## config.mk

```make
export PLATFORM = sky130hd
export DESIGN_NAME = dds_sweep_ctrl
export DESIGN_NICKNAME = d
export VERILOG_FILES = /design/src/rtl/dds_ctrl_pkg.sv /design/src/rtl/dds_dwell_cnt.sv /design/src/rtl/dds_sweep_ctrl.sv
export SDC_FILE = /design/constraint.sdc
export NUM_CORES = 1
export LEC_CHECK = 0
export ABC_AREA = 1
export CORE_AREA = 3 3 180 182
export CTS_CLUSTER_SIZE = 14
export DETAILED_ROUTE_END_ITERATION = 8
export DIE_AREA = 0 0 183 185
export HOLD_SLACK_MARGIN = 0.06
export PLACE_DENSITY = 0.65
export SYNTH_ARGS = -nofsm -noshare
export SYNTH_HDL_FRONTEND = slang
export SYNTH_SLANG_ARGS = --single-unit
```

## constraint.sdc

```tcl
create_clock -name clk_100M -period 5.7 [get_ports clk_100M]
set_input_delay 1.14 -clock clk_100M [delete_from_list [all_inputs] [get_ports clk_100M]]
set_output_delay 1.14 -clock clk_100M [all_outputs]
set_load 0.1 [all_outputs]
```

## src/rtl/dds_ctrl_pkg.sv

```systemverilog
// Shared definitions for the DDS sweep controller and the DDS cores it drives.
package dds_ctrl_pkg;

    // Default widths, shared with the DDS phase-accumulator cores.
    localparam int FRE_W_DEF   = 25;
    localparam int PH_W_DEF    = 12;
    localparam int DWELL_W_DEF = 24;

    // Sweep sequencer states.
    typedef enum logic [2:0] {
        S_IDLE  = 3'd0,
        S_LOAD  = 3'd1,
        S_DWELL = 3'd2,
        S_STEP  = 3'd3,
        S_FIN   = 3'd4
    } sweep_state_t;

endpackage

```

## src/rtl/dds_dwell_cnt.sv

```systemverilog
// Per-point dwell timer: loadable down-counter; a dwell of 0 is clamped to 1.
// The counter holds the number of cycles left on the current point,
// including the present one, so expire is high on the last cycle of a point.
import dds_ctrl_pkg::*;

module dds_dwell_cnt #(
    parameter int DWELL_W = DWELL_W_DEF
) (
    input  logic               clk_100M,
    input  logic               rst_n,
    input  logic               reload,
    input  logic               clear,
    input  logic [DWELL_W-1:0] dwell,
    output logic               expire
);

    localparam logic [DWELL_W-1:0] CNT_ONE = DWELL_W'(1);

    logic [DWELL_W-1:0] cnt;

    // Load the clamped dwell on a new point, otherwise count down to 1 and hold.
    always_ff @(posedge clk_100M or negedge rst_n) begin
        if (!rst_n) begin
            cnt <= '0;
        end else if (clear) begin
            cnt <= '0;
        end else if (reload) begin
            cnt <= (dwell == '0) ? CNT_ONE : dwell;
        end else if (cnt > CNT_ONE) begin
            cnt <= cnt - CNT_ONE;
        end
    end

    assign expire = (cnt == CNT_ONE);

endmodule

```

## src/rtl/dds_sweep_ctrl.sv

```systemverilog
// Linear frequency sweep sequencer feeding a DDS core's fre / init_phase /
// phase_rst inputs. All outputs are registered.
//
// Request semantics: start and abort are single-cycle requests sampled on
// every clk_100M edge. start is accepted only in IDLE and only when abort is
// low; abort forces IDLE from any other state and wins over a dwell expiry.
// There is no back-pressure: busy reports the sweep in progress, step_tick
// marks each fre load, done marks the end of a single (non-looping) sweep.
import dds_ctrl_pkg::*;

module dds_sweep_ctrl #(
    parameter int FRE_W   = FRE_W_DEF,
    parameter int PH_W    = PH_W_DEF,
    parameter int DWELL_W = DWELL_W_DEF
) (
    input  logic               clk_100M,
    input  logic               rst_n,
    input  logic               start,
    input  logic               abort,
    input  logic               loop_en,
    input  logic [FRE_W-1:0]   f_start,
    input  logic [FRE_W-1:0]   f_stop,
    input  logic [FRE_W-1:0]   f_step,
    input  logic [DWELL_W-1:0] dwell,
    input  logic [PH_W-1:0]    phase_cfg,
    output logic [FRE_W-1:0]   fre,
    output logic [PH_W-1:0]    init_phase,
    output logic               phase_rst,
    output logic               busy,
    output logic               step_tick,
    output logic               done
);

    // Current sequencer state; kept as a named signal so checkers can bind to it.
    sweep_state_t state, state_nxt;

    // Configuration captured at start; inputs are ignored while a sweep runs.
    logic [FRE_W-1:0]   sh_start, sh_stop, sh_step;
    logic [DWELL_W-1:0] sh_dwell;
    logic [PH_W-1:0]    sh_phase;
    logic               sh_loop, sh_up;

    // Next-cycle values of the registered outputs.
    logic [FRE_W-1:0] fre_nxt;
    logic [PH_W-1:0]  init_phase_nxt;
    logic             phase_rst_nxt, busy_nxt, step_tick_nxt, done_nxt;
    logic             latch_cfg, cnt_reload, cnt_clear;

    // Dwell timer control; the very first point loads dwell straight from the input.
    logic               dwell_expire;
    logic [DWELL_W-1:0] dwell_load;

    // Next-point arithmetic carried one bit wider to expose carry/borrow.
    logic [FRE_W:0]   sum_up, diff_dn;
    logic [FRE_W-1:0] nxt_fre;
    logic             last_pt;

    assign dwell_load = (state == S_IDLE) ? dwell : sh_dwell;

    dds_dwell_cnt #(.DWELL_W(DWELL_W)) u_dwell_cnt (
        .clk_100M (clk_100M),
        .rst_n    (rst_n),
        .reload   (cnt_reload),
        .clear    (cnt_clear),
        .dwell    (dwell_load),
        .expire   (dwell_expire)
    );

    // Compute the next frequency and decide whether the current point is the last.
    always_comb begin
        sum_up  = {1'b0, fre} + {1'b0, sh_step};
        diff_dn = {1'b0, fre} - {1'b0, sh_step};
        if (sh_up) begin
            nxt_fre = sum_up[FRE_W-1:0];
            last_pt = sum_up[FRE_W] || (sum_up[FRE_W-1:0] > sh_stop);
        end else begin
            nxt_fre = diff_dn[FRE_W-1:0];
            last_pt = diff_dn[FRE_W] || (diff_dn[FRE_W-1:0] < sh_stop);
        end
        if (sh_step == '0) begin
            last_pt = 1'b1;
        end
    end

    // Next-state and next-output logic. A point's dwell starts on the cycle
    // fre changes (LOAD or STEP), so expiry is honoured in LOAD/STEP/DWELL alike.
    always_comb begin
        state_nxt      = state;
        fre_nxt        = fre;
        init_phase_nxt = init_phase;
        phase_rst_nxt  = 1'b0;
        step_tick_nxt  = 1'b0;
        done_nxt       = 1'b0;
        busy_nxt       = busy;
        latch_cfg      = 1'b0;
        cnt_reload     = 1'b0;
        cnt_clear      = 1'b0;

        unique case (state)
            S_IDLE: begin
                busy_nxt = 1'b0;
                if (start && !abort) begin
                    latch_cfg      = 1'b1;
                    cnt_reload     = 1'b1;
                    state_nxt      = S_LOAD;
                    fre_nxt        = f_start;
                    init_phase_nxt = phase_cfg;
                    phase_rst_nxt  = 1'b1;
                    step_tick_nxt  = 1'b1;
                    busy_nxt       = 1'b1;
                end
            end
            S_LOAD, S_STEP, S_DWELL: begin
                if (abort) begin
                    state_nxt = S_IDLE;
                    fre_nxt   = '0;
                    busy_nxt  = 1'b0;
                    cnt_clear = 1'b1;
                end else if (dwell_expire) begin
                    if (!last_pt) begin
                        state_nxt     = S_STEP;
                        fre_nxt       = nxt_fre;
                        step_tick_nxt = 1'b1;
                        cnt_reload    = 1'b1;
                    end else if (sh_loop) begin
                        state_nxt      = S_LOAD;
                        fre_nxt        = sh_start;
                        init_phase_nxt = sh_phase;
                        phase_rst_nxt  = 1'b1;
                        step_tick_nxt  = 1'b1;
                        cnt_reload     = 1'b1;
                    end else begin
                        state_nxt = S_FIN;
                        done_nxt  = 1'b1;
                        busy_nxt  = 1'b0;
                        cnt_clear = 1'b1;
                    end
                end else begin
                    state_nxt = S_DWELL;
                end
            end
            S_FIN: begin
                state_nxt = S_IDLE;
                busy_nxt  = 1'b0;
                if (abort) begin
                    fre_nxt = '0;
                end
            end
            default: begin
                state_nxt = S_IDLE;
                fre_nxt   = '0;
                busy_nxt  = 1'b0;
                cnt_clear = 1'b1;
            end
        endcase
    end

    // State register.
    always_ff @(posedge clk_100M or negedge rst_n) begin
        if (!rst_n) begin
            state <= S_IDLE;
        end else begin
            state <= state_nxt;
        end
    end

    // Registered outputs toward the DDS core.
    always_ff @(posedge clk_100M or negedge rst_n) begin
        if (!rst_n) begin
            fre        <= '0;
            init_phase <= '0;
            phase_rst  <= 1'b0;
            busy       <= 1'b0;
            step_tick  <= 1'b0;
            done       <= 1'b0;
        end else begin
            fre        <= fre_nxt;
            init_phase <= init_phase_nxt;
            phase_rst  <= phase_rst_nxt;
            busy       <= busy_nxt;
            step_tick  <= step_tick_nxt;
            done       <= done_nxt;
        end
    end

    // Capture the sweep configuration and direction when a sweep is accepted.
    always_ff @(posedge clk_100M or negedge rst_n) begin
        if (!rst_n) begin
            sh_start <= '0;
            sh_stop  <= '0;
            sh_step  <= '0;
            sh_dwell <= '0;
            sh_phase <= '0;
            sh_loop  <= 1'b0;
            sh_up    <= 1'b0;
        end else if (latch_cfg) begin
            sh_start <= f_start;
            sh_stop  <= f_stop;
            sh_step  <= f_step;
            sh_dwell <= dwell;
            sh_phase <= phase_cfg;
            sh_loop  <= loop_en;
            sh_up    <= (f_start <= f_stop);
        end
    end

endmodule

```

Word level (Yosys, flattened, before mapping):

Index checks and enable logic that the tools add are counted.

* add/sub/neg operators: 3
* $lt $le $gt $ge: 4
* equal/unequal tests: 15
* mux-type cells: 50
* reductions and logical operators: 14

Operators with widths (number)
* 25-bit two-way mux: 7
* 24-bit two-way mux: 5
* 25-bit case mux with 3 select lines: 1
* 12-bit two-way mux: 5
* 25-bit by 25-bit adder with 26-bit output: 1
* 25-bit by 25-bit subtractor with 26-bit output: 1
* 25-bit greater-than comparator: 1
* 25-bit <= comparator: 1
* 25-bit logical NOT: 1
* 25-bit less-than comparator: 1
* 24-bit by 1-bit == test with 1-bit output, second input constant: 1
* 24-bit by 1-bit greater-than comparator with 1-bit output, second input constant: 1
* 24-bit logical NOT: 1
* 12-bit case mux with 2 select lines: 1
* 24-bit by 1-bit subtractor with 24-bit output, second input constant: 1
* 1-bit two-way mux: 21
* 3-bit two-way mux: 5
* 2-bit inequality test, second input constant: 5
* 3-bit inequality test, second input constant: 3
* 1-bit case mux with 2 select lines: 4
* 3-bit by 2-bit == test with 1-bit output, second input constant: 2
* 3-bit case mux with 2 select lines: 1
* 6-bit AND reduction: 1
* 4-bit inequality test, second input constant: 1
* 13 further kinds: 14

* flip-flop bits (word level): 181
* input port bits: 116
* output and inout bits: 41
* word-level logic and storage cells: 101

Depth between registers and ports, before layout:

Gate-level depths: netlist of the first run.

* word-level depth: 11
* mapped depth: 33

Hierarchy:

A second synthesis of the first run with hierarchy kept.

* cell total of the unflattened synthesis: 2282
* area total of the unflattened synthesis: 14981.9 sq um

By module, submodules not included
* dds_sweep_ctrl: times used 1, cells an instance 1983, area each 13068.8 sq um
* dds_dwell_cnt: times used 1, cells an instance 299, area each 1913.1 sq um

Worst setup path before layout of the first run:

Ideal clock, no wire load.

* kind: reg2reg
* start: register fre[0]
* end: register u_dwell_cnt.cnt[12]
* library setup time: 0.120 ns
* arrival time: 4.411 ns
* required time: 5.580 ns
* setup slack: 1.169 ns
* cell stages (with the launch flop): 30
* path buffers: 2
* clock period less this slack: 4.531 ns
* cell sequence: dfrtp_1 ha_1 inv_1 fa_1 o31ai_1 nand3_1 nand2_1 nand2_1 nand2_1 nand3_1 nand3_1 nand2_1 ha_1 nand2_1 nor2_1 nand4_1 nor2_1 nand2_1 nand3_1 nand2_1 nand2_1 nand2_1 nand2_2 buf_6 nand2_4 nand2_2 nand3_4 nand2_4 buf_6 nor2_1

* word-level cells in the longest chain between the ends: 11

Ends and longest elaborated chain
* from (decl): line dds_sweep_ctrl.sv:26 `output logic [FRE_W-1:0] fre,`
* from (signal assigned): line dds_sweep_ctrl.sv:177 `fre <= fre_nxt;`
* 25-bit by 25-bit subtractor with 26-bit output or 25-bit by 25-bit adder with 26-bit output (tied branches): line dds_sweep_ctrl.sv:72, dds_sweep_ctrl.sv:71
* 25-bit less-than comparator or 25-bit greater-than comparator (tied branches): line dds_sweep_ctrl.sv:78, dds_sweep_ctrl.sv:75
* 1-bit logical OR, on equally long branches: line dds_sweep_ctrl.sv:78, dds_sweep_ctrl.sv:75
* 1-bit two-way mux (*): line dds_sweep_ctrl.sv:73 `if (sh_up) begin`
* 1-bit two-way mux (*): line dds_sweep_ctrl.sv:80 `if (sh_step == '0) begin`
* 1-bit two-way mux: line dds_sweep_ctrl.sv:120 `if (!last_pt) begin`
* 1-bit two-way mux: line dds_sweep_ctrl.sv:119 `end else if (dwell_expire) begin`
* 1-bit two-way mux: line dds_sweep_ctrl.sv:114 `if (abort) begin`
* 1-bit case mux with 2 select lines: line dds_sweep_ctrl.sv:99 `unique case (state)`
* 24-bit two-way mux: line dds_dwell_cnt.sv:27 `end else if (reload) begin`
* 24-bit two-way mux: line dds_dwell_cnt.sv:25 `end else if (clear) begin`
* to (signal assigned): line dds_dwell_cnt.sv:28 `cnt <= (dwell == '0) ? CNT_ONE : dwell;`
* to (signal assigned): line dds_dwell_cnt.sv:30 `cnt <= cnt - CNT_ONE;`
* to (decl): line dds_dwell_cnt.sv:19 `logic [DWELL_W-1:0] cnt;`

Mark *: on every way between the ends. The rest lies on a longest branch, timed or not.
A chain may end at the register's enable or synchronous reset.

Worst setup path after layout of the first run:

* start: register sh_step[0]
* end: register fre[19]

* word-level cells in the longest chain between the ends: 9

Ends and longest elaborated chain
* from (decl): line dds_sweep_ctrl.sv:38 `logic [FRE_W-1:0] sh_start, sh_stop, sh_step;`
* from (signal assigned): line dds_sweep_ctrl.sv:199 `sh_step <= f_step;`
* 25-bit by 25-bit subtractor with 26-bit output or 25-bit by 25-bit adder with 26-bit output (tied branches): line dds_sweep_ctrl.sv:72, dds_sweep_ctrl.sv:71
* 25-bit less-than comparator or 25-bit greater-than comparator (tied branches): line dds_sweep_ctrl.sv:78, dds_sweep_ctrl.sv:75
* 1-bit logical OR, on equally long branches: line dds_sweep_ctrl.sv:78, dds_sweep_ctrl.sv:75
* 1-bit two-way mux: line dds_sweep_ctrl.sv:73
* 1-bit two-way mux: line dds_sweep_ctrl.sv:80
* 25-bit two-way mux: line dds_sweep_ctrl.sv:120
* 25-bit two-way mux: line dds_sweep_ctrl.sv:119
* 25-bit two-way mux: line dds_sweep_ctrl.sv:114
* 25-bit case mux with 3 select lines: line dds_sweep_ctrl.sv:99

Several ways; a longest one is shown, not always the timed one. The select of a mux whose other input is x is not followed.

==> flow_summary.toml, run 1 <==
[clock_network]
htree_num_levels = 4
cts_tree = "yes"
cts_buffers = 17
clk_path_buf_depth = 2
cts_setup_buffers = 0
worstSkewPairLatency_ns = 0.46
clock-sinks = 181
root_buffer = "clkbuf_16"
clk_pin_slew_ns = 0.07

[synth]
synth-seq-cells = 181
synth_async_sr_flop_share = 1.00
syn_avg_cell_area_sq_um = 6.95
synthDistinctLibCells = 49
syn_area_sq_um = 13800
ys.flop_type = "dfrtp_1"
synth_top_area_cell = "dfrtp_1"
synth_edf_count = 0
syn-num-nets = 2230
ys_warn_count = 0
synth_top_area_share = 0.328
yosysSeqAreaShare = 0.328
netlist_instances = 1986
synth_area_leaders = "dfrtp_1, nand2_1, ha_1"

[timing]
worst-slew-pin-transition_ns = 1.04
fin_crit_sh = 0.893
fmax_mhz = 197
rsz0062_at_grt = "false"
hold_violations = 0
tns_ns = 0
skew_ns = 0.0152
finalWorstSetupSlack_ns = 0.611
drv_slew = 0
slew_headroom = 0.305
min_period_ns = 5.09
setup_viol = 0
fin_hold_ws_ns = 0.479

[detailed_routing]
vias = 13300
first_pass_iters = 6
drc = 0
drt_iter0_markers = 1042
drt_wl_total_um = 44500
via_per_inst = 5.31
wl_per_cell_um = 17.8
antenna_left = 0

[placement]
pre_cts_ws_ns = 0.566
io_buffer_count = 156
detailed_place_hpwl_um = 34900
gp_congestion = 1.03

[pwr]
power.switching_mw = 4.79
vdd.ir_drop.worst_v = 0.000335
power_frac_seq = 0.217
swShare = 0.545
pwr-share-comb = 0.641
p_int_mw = 3.99
clockPowerShare = 0.143
power.density_nw_per_um2 = 543
p_leak_nw = 7.99

[global_routing]
grt_remaining_overflow = 0
grt_max_degree = 113
grtUsageTotal = 0.264
antenna_found_initial = 2
grt_pass1_wl_um = 70200
grt_pass1_vias = 13000

[floorplanning]
fp.dieW_um = 183
die_h_um = 185
core_sq_um = 30700
initial_core_util = 0.449
dieArea_sq_um = 33900
rows = 64
io_pins = 157

[layout]
drive_gt1_frac = 0.0380
final_common_cell = "nand2_1"
final_cell_mix = "nand2_1, inv_1, nor2_1, dfrtp_1, o21ai_0"
fin_nets = 2338
antenna-diode-count = 0
syn2layout_area_growth_pct = 17.1

[worst_setup_path]
r2r_start = "sh_step[0]$_DFFE_PN0P_"
crit_required_ns = 6.04
cp-start-kind = "register"
max_stage_delay_ns = 0.45
critPathSlowestCell = "o31ai_1"
worstSetupPathType = "reg2reg"
worstPathArrival_ns = 5.43
cp_max_fo = 26
crit_path_end_kind = "register"
worstRegToRegCells = 28
cp_common_cell = "nand2_1"
ff2ff_setup_slack_ns = 0.61
timing.rr.end = "fre[19]$_DFFE_PN0P_"

[flow_run]
drv_cap = 0

[worst_hold_path]
hold_path.class = "reg2reg"
hold_path_depth = 2
min_from = "init_phase[1]$_DFFE_PN0P_"
min_to = "init_phase[1]$_DFFE_PN0P_"

[outcome]
status = "finished, final reports clean"
[power groups by stage]
stage	Sequential [mW]	Combinational, mW	Clock (mW)
after CTS	1.90	5.55	1.28
after global routing	1.94	6.25	1.33
final	1.90	5.62	1.25
after global placement	1.91	5.48	0
after detailed placement	1.92	5.52	0
after floorplan	2.47	3.41	0
[routing by layer]
metal / GRT usage / wire length [um] / part of all wire
met5: 0 / 27 / 0.00061
met1: 0.359 / 20600 / 0.46
met3: 0.0367 / 1800 / 0.040
met4: 0.0990 / 1500 / 0.034
met2: 0.432 / 20600 / 0.46
[cells by family (layout without fill, tap and decap cells)]
logic type / count (synthesis) / after routing / synth area share
AND/OR/NAND/NOR: 898 / 898 / 0.270
AO/OA/AOI/OAI: 385 / 385 / 0.151
buffers and inverters: 340 / 460 / 0.0994
flip-flops: 181 / 181 / 0.328
adder cells (fa/ha/maj): 128 / 128 / 0.117
XOR/XNOR: 47 / 47 / 0.0298
multiplexers: 7 / 7 / 0.00508
[final cells by class]
class | instances | area, sq um
fill | 3165 | 14600
multi-input combinational | 1465 | 7910
sequential | 181 | 4530
timing repair buffer | 164 | 1630
inverter | 265 | 997
tap | 396 | 495
clock buffer | 18 | 439
clock inverter | 13 | 164
[cells in the mapped netlist (2+ instances only)]
cell type	instances
o21bai_1	11
nand3_1	80
buf_1	5
buf_6	5
buf_2	26
o21ai_0	175
o211ai_1	7
a21oi_1	151
nand3b_1	3
nand2_1	544
inv_2	5
xor2_1	42
clkinv_1	2
o31ai_1	4
nand4_1	30
o21ai_1	6
a31o_2	2
mux2i_1	7
a21boi_0	2
dfrtp_1	181
fa_1	2
buf_4	7
clkbuf_1	32
or2_2	5
inv_1	258
nor4_1	13
nor3_1	15
nand2_2	6
a21oi_2	5
a211oi_1	4
a21o_1	4
nand2_4	4
xnor2_1	5
ha_1	126
nor2_2	6
o21a_1	4
a31oi_1	5
nor2_1	186
[critical path, delay by kind of cell (launching register included)]
family	cells	cell delay (ns)
flip-flops	1	0.41
adder cells (fa/ha/maj)	3	0.96
buffers and inverters	3	0.64
AO/OA/AOI/OAI	2	0.51
AND/OR/NAND/NOR	20	2.45
[state kept, by name, indices dropped and copies added, names as in the netlist]
signal and count:
fre 25, sh_start 25, sh_step 25, sh_stop 25, sh_dwell 24, u_dwell_cnt.cnt 24
init_phase 12, sh_phase 12, state 3, busy 1, done 1, phase_rst 1
sh_loop 1, sh_up 1, step_tick 1
[worst max-delay path by stage]
stage	from	to	slack, ns
6_report	sh_step[0]$_DFFE_PN0P_	fre[19]$_DFFE_PN0P_	0.61
5_1_grt	sh_step[0]$_DFFE_PN0P_	fre[19]$_DFFE_PN0P_	0.13
4_1_cts	sh_step[0]$_DFFE_PN0P_	u_dwell_cnt.cnt[0]$_DFFE_PN0P_	0.57
3_5_place_dp	sh_step[0]$_DFFE_PN0P_	u_dwell_cnt.cnt[0]$_DFFE_PN0P_	0.57
3_3_place_gp	sh_step[0]$_DFFE_PN0P_	u_dwell_cnt.cnt[1]$_DFFE_PN0P_	0.69
2_1_floorplan	fre[0]$_DFFE_PN0P_	u_dwell_cnt.cnt[12]$_DFFE_PN0P_	1.17
[timing repair]
action / 4_1_cts / 5_1_grt
setup endpoints to repair: 0 / 5
hold buffers: 0 / 0
resized for setup: 0 / 1
[stage by stage]
step / area (sq um) / utilization / instances / power (mW)
final: 16200 / 0.526 / 2502 / 8.78
after global routing: 16200 / 0.526 / 2502 / 9.52
after CTS: 16200 / 0.525 / 2502 / 8.73
after detailed placement: 15600 / 0.506 / 2471 / 7.43
after global placement: 15600 / 0.506 / 2471 / 7.39
after floorplan: 13800 / - / 1986 / 5.88
Power figures use the tool's default switching activity.
==> inputs of run 2 (changes only) <==
--- a/config.mk
+++ b/config.mk
@@ -7,6 +7,7 @@
 export LEC_CHECK = 0
 export ABC_AREA = 1
 export CORE_AREA = 3 3 180 182
+export CTS_CLUSTER_DIAMETER = 120
 export CTS_CLUSTER_SIZE = 14
 export DETAILED_ROUTE_END_ITERATION = 8
 export DIE_AREA = 0 0 183 185
==> results of run 2 <==
Final layout, timing and power as in run 1 (identical DEF).
